File: config.mk
export PLATFORM = sky130hd
export DESIGN_NAME = fetch_sched
export DESIGN_NICKNAME = d
export VERILOG_FILES = /design/src/rtl/fetch_sched_pkg.sv /design/src/rtl/fetch_tag_fifo.sv /design/src/rtl/fetch_sched.sv
export SDC_FILE = /design/constraint.sdc
export NUM_CORES = 1
export LEC_CHECK = 0
export ABC_AREA = 1
export CAP_MARGIN = 15
export CORE_MARGIN = 5
export CORE_UTILIZATION = 53
export DETAILED_ROUTE_END_ITERATION = 10
export PLACE_DENSITY = 0.89
export SLEW_MARGIN = 5
export SYNTH_ARGS = -nofsm -noshare
export SYNTH_HDL_FRONTEND = slang
export SYNTH_SLANG_ARGS = --single-unit
File: constraint.sdc
create_clock -name clk -period 6.55 [get_ports clk]
set_clock_uncertainty 0.1 [all_clocks]
set_input_delay 1.31 -clock clk [delete_from_list [all_inputs] [get_ports clk]]
set_output_delay 1.31 -clock clk [all_outputs]
set_load 0.05 [all_outputs]
File: src/rtl/fetch_sched_pkg.sv
// Shared types and constants for the instruction-fetch scheduler.
package fetch_sched_pkg;

  localparam int unsigned InstAddrWidth = 32;
  localparam logic [InstAddrWidth-1:0] RESET_PC_DEFAULT = 32'h0000_0000;

  typedef enum logic [1:0] {
    FETCH_IDLE = 2'd0,
    FETCH_RUN  = 2'd1,
    FETCH_HOLD = 2'd2
  } fetch_state_e;

  // Clears the byte-offset bits so a redirect always lands on a word.
  function automatic logic [InstAddrWidth-1:0] align_pc(input logic [InstAddrWidth-1:0] pc);
    return pc & ~InstAddrWidth'(3);
  endfunction

endpackage

File: src/rtl/fetch_tag_fifo.sv
// Synchronous first-word-fall-through FIFO holding the PC of every accepted fetch.
module fetch_tag_fifo
  import fetch_sched_pkg::*;
#(
  parameter int unsigned DEPTH = 2,
  parameter int unsigned W     = InstAddrWidth
) (
  input  logic         clk_i,
  input  logic         rst_ni,
  input  logic         push_i,
  input  logic [W-1:0] data_i,
  input  logic         pop_i,
  output logic [W-1:0] data_o,
  output logic         empty_o,
  output logic         full_o
);

  localparam int unsigned AW = (DEPTH > 1) ? $clog2(DEPTH) : 1;
  localparam logic [AW:0] PtrOne = 1;

  logic [AW:0]  wr_ptr_q, rd_ptr_q;
  logic [W-1:0] mem_q [DEPTH];
  logic         do_push, do_pop;

  // Extra wrap bit on each pointer distinguishes full from empty.
  assign empty_o = (wr_ptr_q == rd_ptr_q);
  assign full_o  = (wr_ptr_q[AW] != rd_ptr_q[AW]) &&
                   (wr_ptr_q[AW-1:0] == rd_ptr_q[AW-1:0]);
  assign do_push = push_i && !full_o;
  assign do_pop  = pop_i && !empty_o;
  assign data_o  = mem_q[rd_ptr_q[AW-1:0]];

  always_ff @(posedge clk_i or negedge rst_ni) begin
    if (!rst_ni) begin
      wr_ptr_q <= '0;
      rd_ptr_q <= '0;
    end else begin
      if (do_push) wr_ptr_q <= wr_ptr_q + PtrOne;
      if (do_pop)  rd_ptr_q <= rd_ptr_q + PtrOne;
    end
  end

  always_ff @(posedge clk_i) begin
    if (do_push) mem_q[wr_ptr_q[AW-1:0]] <= data_i;
  end

endmodule

File: src/rtl/fetch_sched.sv
// Instruction-fetch scheduler: owns the PC, issues cache requests, pairs responses with PCs.
// Optional misaligned-redirect trap enabled by defining FETCH_ADEF_CHECK_EN (adds adef_o).
module fetch_sched
  import fetch_sched_pkg::*;
#(
  parameter logic [InstAddrWidth-1:0] RESET_PC        = RESET_PC_DEFAULT,
  parameter int unsigned              MAX_OUTSTANDING = 2
) (
  input  logic                     clk,
  input  logic                     rst,
  input  logic [5:0]               pause_i,
  input  logic                     excp_en_i,
  input  logic [InstAddrWidth-1:0] excp_pc_i,
  input  logic                     branch_en_i,
  input  logic [InstAddrWidth-1:0] branch_target_i,
  output logic                     inst_req_o,
  output logic [InstAddrWidth-1:0] inst_addr_o,
  input  logic                     inst_ready_i,
  input  logic                     inst_rvalid_i,
  input  logic [31:0]              inst_rdata_i,
  output logic                     inst_valid_o,
  output logic [31:0]              inst_o,
  output logic [InstAddrWidth-1:0] inst_pc_o,
`ifdef FETCH_ADEF_CHECK_EN
  output logic                     adef_o,
`endif
  output logic [1:0]               dbg_state_o
);

  // Handshake: a request transfers in any cycle where inst_req_o and inst_ready_i are
  // both high; the address may change freely while inst_ready_i is low. Responses are
  // single-cycle inst_rvalid_i pulses returned in request order, with no back-pressure.

  localparam int unsigned CntW = $clog2(MAX_OUTSTANDING) + 1;
  localparam logic [CntW-1:0] CntOne = 1;
  localparam logic [CntW-1:0] CntMax = CntW'(MAX_OUTSTANDING);

  fetch_state_e               state_q, state_d;
  logic [InstAddrWidth-1:0]   pc_q, pc_d;
  logic                       req_q, req_d;
  logic [CntW-1:0]            out_cnt_q, out_cnt_d;
  logic [CntW-1:0]            drop_cnt_q, drop_cnt_d;
  logic                       valid_q, valid_d;
  logic [31:0]                inst_q, inst_d;
  logic [InstAddrWidth-1:0]   ipc_q, ipc_d;
  logic                       adef_q, adef_d;

  logic                       accept, rsp, redirect, hold;
  logic [InstAddrWidth-1:0]   redir_raw, redir_pc, tag;
  logic                       fifo_empty;
  logic                       unused_fifo_full;
  logic                       unused_pause;

  assign unused_pause = ^pause_i[5:1];

  assign accept    = req_q && inst_ready_i;
  assign rsp       = inst_rvalid_i && !fifo_empty;
  assign redirect  = excp_en_i || branch_en_i;
  assign redir_raw = excp_en_i ? excp_pc_i : branch_target_i;

`ifdef FETCH_ADEF_CHECK_EN
  assign redir_pc = redir_raw;
  always_comb begin
    adef_d = adef_q;
    if (redirect) adef_d = (redir_raw[1:0] != 2'b00);
  end
  assign adef_o = adef_q;
`else
  assign redir_pc = align_pc(redir_raw);
  assign adef_d   = 1'b0;
`endif

  fetch_tag_fifo #(
    .DEPTH (MAX_OUTSTANDING),
    .W     (InstAddrWidth)
  ) u_tag_fifo (
    .clk_i   (clk),
    .rst_ni  (rst),
    .push_i  (accept),
    .data_i  (pc_q),
    .pop_i   (rsp),
    .data_o  (tag),
    .empty_o (fifo_empty),
    .full_o  (unused_fifo_full)
  );

  // Datapath: PC, credit/drop accounting and IF/ID outputs.
  always_comb begin
    pc_d       = pc_q;
    out_cnt_d  = out_cnt_q + (accept ? CntOne : '0) - (rsp ? CntOne : '0);
    drop_cnt_d = drop_cnt_q;
    valid_d    = rsp && (drop_cnt_q == '0);
    inst_d     = inst_q;
    ipc_d      = ipc_q;

    if (redirect)    pc_d = redir_pc;
    else if (accept) pc_d = pc_q + InstAddrWidth'(4);

    // Everything still in flight after this edge, including this cycle's accept, is stale.
    if (redirect)                        drop_cnt_d = out_cnt_d;
    else if (rsp && drop_cnt_q != '0)    drop_cnt_d = drop_cnt_q - CntOne;

    if (valid_d) begin
      inst_d = inst_rdata_i;
      ipc_d  = tag;
    end
  end

  assign hold = pause_i[0] || (out_cnt_d == CntMax) || adef_d;

  always_comb begin
    state_d = state_q;
    unique case (state_q)
      FETCH_IDLE: state_d = adef_d ? FETCH_HOLD : FETCH_RUN;
      FETCH_RUN:  if (hold)  state_d = FETCH_HOLD;
      FETCH_HOLD: if (!hold) state_d = FETCH_RUN;
      default:    state_d = FETCH_IDLE;
    endcase
    req_d = (state_d == FETCH_RUN);
  end

  always_ff @(posedge clk or negedge rst) begin
    if (!rst) begin
      state_q    <= FETCH_IDLE;
      pc_q       <= RESET_PC;
      req_q      <= 1'b0;
      out_cnt_q  <= '0;
      drop_cnt_q <= '0;
      valid_q    <= 1'b0;
      inst_q     <= '0;
      ipc_q      <= '0;
      adef_q     <= 1'b0;
    end else begin
      state_q    <= state_d;
      pc_q       <= pc_d;
      req_q      <= req_d;
      out_cnt_q  <= out_cnt_d;
      drop_cnt_q <= drop_cnt_d;
      valid_q    <= valid_d;
      inst_q     <= inst_d;
      ipc_q      <= ipc_d;
      adef_q     <= adef_d;
    end
  end

  assign inst_req_o   = req_q;
  assign inst_addr_o  = pc_q;
  assign inst_valid_o = valid_q;
  assign inst_o       = inst_q;
  assign inst_pc_o    = ipc_q;
  assign dbg_state_o  = state_q;

endmodule
==> metrics.md <==
| Metric | Value |
|---|---|
| Hold Crit Start | inst_pc_o[21]$_DFFE_PN0P_ |
| Initial antenna violation count | 0 |
| Slew Viols, Final | 0 |
| Post-CTS Setup Inserts | 0 |
| Cell row count | 44 |
| Layout cell share with drive strength beyond 1 | under 10% |
| Nets | roughly 1.2k |
| Setup TNS | 0 ns |
| Gpl congestion | between 0.9 and 1 |
| Synthesized instance count | ~870 |
| Hpwl dp | 14.1 mm |
| Core Box Area | between 10,000 and 15,000 µm² |
| Port Buffers | approximately 190 |
| Worst Hold Class | register to register |
| Die Width | approximately 130 µm |
| Crit-path max FO | 53 |
| Initial Util | a little over half |
| Vias per cell | between 5 and 6 |
| Flops & latches, synth | ~160 |
| Max cap viols | 0 |
| Final setup fails | 0 |
| Startpoint Class | register |
| Crit path capture type | register |
| Boundary Pins | approximately 210 |
| CTS buffer count | 17 |
| Area delta synth->final | 33.4% |
| Critical path class | register to register |
| CTS tree | built |
| Maximum VDD drop | between 0.0002 and 0.00025 V |
| RSZ-0062 raised after global routing | no |
| Final worst path period share | around 56% |
| Post-Syn Area | roughly 7700 µm² |
| Max_slew headroom | between 20% and 30% |
| WL met1 | 8.00 mm |
| Height of the chip | approximately 130 µm |
| Global-route wire length before repair | about 32 mm |
| Worst Hold Path EP | inst_pc_o[21]$_DFFE_PN0P_ |
| Routed wl met3 | 1.65 mm |
| Detail Route Antenna Nets | 0 |
| Status | complete, no violations |
| R2r setup slk | around 2.9 ns |
| WL met2 | 9.87 mm |
| Clock root buffer | clkbuf_16 |
| Synth unique cells | 36 |
| Pre-antenna DRT Iters | 5 |
| Fmax | 0.274 GHz |
| Vias | 6,740 |
| Resize count post-CTS | 0 |
| Initial DRC count | 670 |
| Number of remaining DRC errors | 0 |
| YS warnings | 0 |
| DRT Wirelength | slightly above 20 mm |
| Die area | 17,000 µm² |
| Critical Path AT | 3.86 ns |
| Cell count of the worst reg-to-reg path | 7 |
| Endpoints failing hold | 0 |
| Diode count | 0 |
| Overall Global Routing Usage | approximately a quarter |
| Crit Reg-Reg Startpoint | u_tag_fifo.rd_ptr_q[0]$_DFFE_PN0P_ |
| Number of global-route vias before repair | approximately 6.6k |
| Fin area | about 10,000 µm² |
| PD cells | about 470 nW/µm² |
| Post-DP Area | approximately 9700 µm² |
| Total grt overflow | 0 |
| Hold Path Depth | 1 |
| Highest routing layer actually used | met4 |
| Syn Area/Cell | just under 9 µm² |
| Wire length per cell | about 16 µm |
| CP required | between 6 and 7 ns |
| Sequential area share after synthesis | approximately 57% |
| Largest net degree at the start of global routing | 70 |
| Htree depth | 4 |
| TritonCTS Sinks | approximately 160 |
| Lkg Pwr | roughly 4.3 nW |
| Fillers | 1,035 |
| Clock Latency Late Sink | 0.42 ns |
| Minimum clock period | 3.65 ns |
| Hold-fix buffers, CTS | 0 |
| Slew @ Worst Pin | roughly 1.1 ns |
| Worst-case clock buffer depth | 2 |
| Reg clk slew, reported paths | about 0.060 ns |
| RR Endpoint | inst_pc_o[30]$_DFFE_PN0P_ |
[kinds of logic (layout without fill, tap and decap cells)]
logic type      count (synthesis)  in the layout  synth area share [%]
other cells                     1              4                0.0488
compound gates                171            171                  12.7
fa+ha+maj                       4              4                 0.651
buf+inv                        90            279                  5.18
simple gates                  432            432                  23.1
xor+xnor                        9              9                  1.03
flops                         164            164                  57.3
[per-stage QoR]
step	std cells	setup WS [ns]	total power, mW	hold WS (ns)	utilization [%]
floorplan	874	3.09	3.14	0.352	-
global placement	1215	2.47	3.83	0.367	67.5
detailed placement	1215	2.45	3.90	0.379	67.5
CTS	1247	2.84	4.85	0.392	71.3
global route	1247	2.49	5.07	0.399	71.3
finish	1247	2.90	4.82	0.387	71.3
[layer usage]
layer,GRT usage [%],up-vias
li1,-,3210
met1,31.0,3130
met2,39.2,321
met3,4.96,79
met4,13.5,0
met5,0,-
[registers in the layout (all words and copies together), names as in the netlist]
signal,cells
inst_o,32
inst_pc_o,30
drop_cnt_q,2
inst_req_o,1
inst_valid_o,1
dbg_state_o,2
u_tag_fifo.wr_ptr_q,2
out_cnt_q,2
u_tag_fifo.mem_q,60
u_tag_fifo.rd_ptr_q,2
inst_addr_o,30
[how the worst max path moves through the flow]
stage	startpoint	end	slack (ns)	depth (start not counted)
global placement	inst_rvalid_i	inst_pc_o[27]$_DFFE_PN0P_	2.47	6
finish	u_tag_fifo.rd_ptr_q[0]$_DFFE_PN0P_	inst_pc_o[30]$_DFFE_PN0P_	2.90	7
global route	u_tag_fifo.rd_ptr_q[0]$_DFFE_PN0P_	inst_pc_o[28]$_DFFE_PN0P_	2.49	7
detailed placement	inst_rvalid_i	inst_pc_o[30]$_DFFE_PN0P_	2.45	6
CTS	u_tag_fifo.rd_ptr_q[0]$_DFFE_PN0P_	inst_pc_o[30]$_DFFE_PN0P_	2.84	7
floorplan	inst_ready_i	u_tag_fifo.mem_q[1][10]$_DFFE_PP_	3.09	4
[cell type report]
cell class / count / area, µm² / area share [%]
clock buffers: 23 / 468 / 4.56
clock inverters: 9 / 81.3 / 0.793
inverters: 45 / 169 / 1.65
multi-input cells: 620 / 2900 / 28.3
flip-flops and latches: 164 / 4400 / 43.0
well taps: 184 / 230 / 2.25
repair buffers: 202 / 2000 / 19.5
[power by group]
group / internal [mW] / leakage (nW) / switching (mW) / total [mW]
clock network: 0.540 / 0.253 / 0.385 / 0.924
logic: 0.736 / 2.25 / 1.48 / 2.22
registers: 1.43 / 1.77 / 0.242 / 1.68
total: 2.71 / 4.27 / 2.11 / 4.82
[critical path, stage by stage (launching register included)]
cell     delay, ns
dfrtp_1       1.00
xnor2_1       0.22
nand2_1       0.14
nand2_2       0.36
nor2_4        0.94
buf_4         0.52
nand2_1       0.11
o21a_1        0.12
[cell usage after synthesis]
cell type	instances	share of area [%]
nor3_1	5	0.33
nor2_4	2	0.29
conb_1	1	0.049
inv_2	2	0.098
a21oi_1	42	2.7
nor2_2	2	0.16
nand4_1	3	0.24
nand3_1	19	1.2
nand3b_1	3	0.29
o311ai_0	1	0.11
a22oi_1	1	0.098
inv_1	43	2.1
o31ai_1	3	0.29
o21a_1	30	2.9
nand2_2	1	0.081
xnor2_1	3	0.34
xor2_1	6	0.68
edfxtp_1	60	23
buf_4	10	0.98
nor2_1	85	4.2
nand2_1	278	14
buf_1	3	0.15
dfrtp_1	104	34
nand2b_1	1	0.081
o22a_1	1	0.11
a31oi_1	1	0.081
buf_2	6	0.39
o21ai_1	1	0.065
o21ai_0	82	5.3
ha_1	4	0.65
nor4_1	2	0.16
o211ai_1	5	0.49
or2_2	31	2.5
buf_6	2	0.29
clkbuf_1	24	1.2
a211oi_1	4	0.39
[cells in the final DEF, fill, tap and decap left out, types with 2 or more instances in the layout]
master / netlist / layout
clkbuf_16: 0 / 17
clkdlybuf4s50_1: 0 / 193
clkinvlp_4: 0 / 5
nand3b_1: 3 / 3
a211oi_1: 4 / 4
a21oi_1: 42 / 42
nor2_4: 2 / 2
nor4_1: 2 / 2
nor2_2: 2 / 4
buf_4: 10 / 9
inv_1: 43 / 43
xor2_1: 6 / 6
ha_1: 4 / 4
o211ai_1: 5 / 5
nand2_1: 278 / 278
nand4_1: 3 / 3
inv_2: 2 / 2
clkbuf_1: 24 / 4
or2_2: 31 / 31
edfxtp_1: 60 / 60
o21ai_0: 82 / 82
dfrtp_1: 104 / 104
conb_1: 1 / 4
nor2_1: 85 / 83
clkbuf_8: 0 / 2
xnor2_1: 3 / 3
o21a_1: 30 / 30
nor3_1: 5 / 5
clkinv_2: 0 / 2
nand3_1: 19 / 19
o31ai_1: 3 / 3
Note: power is estimated with default switching activity, not from simulation.
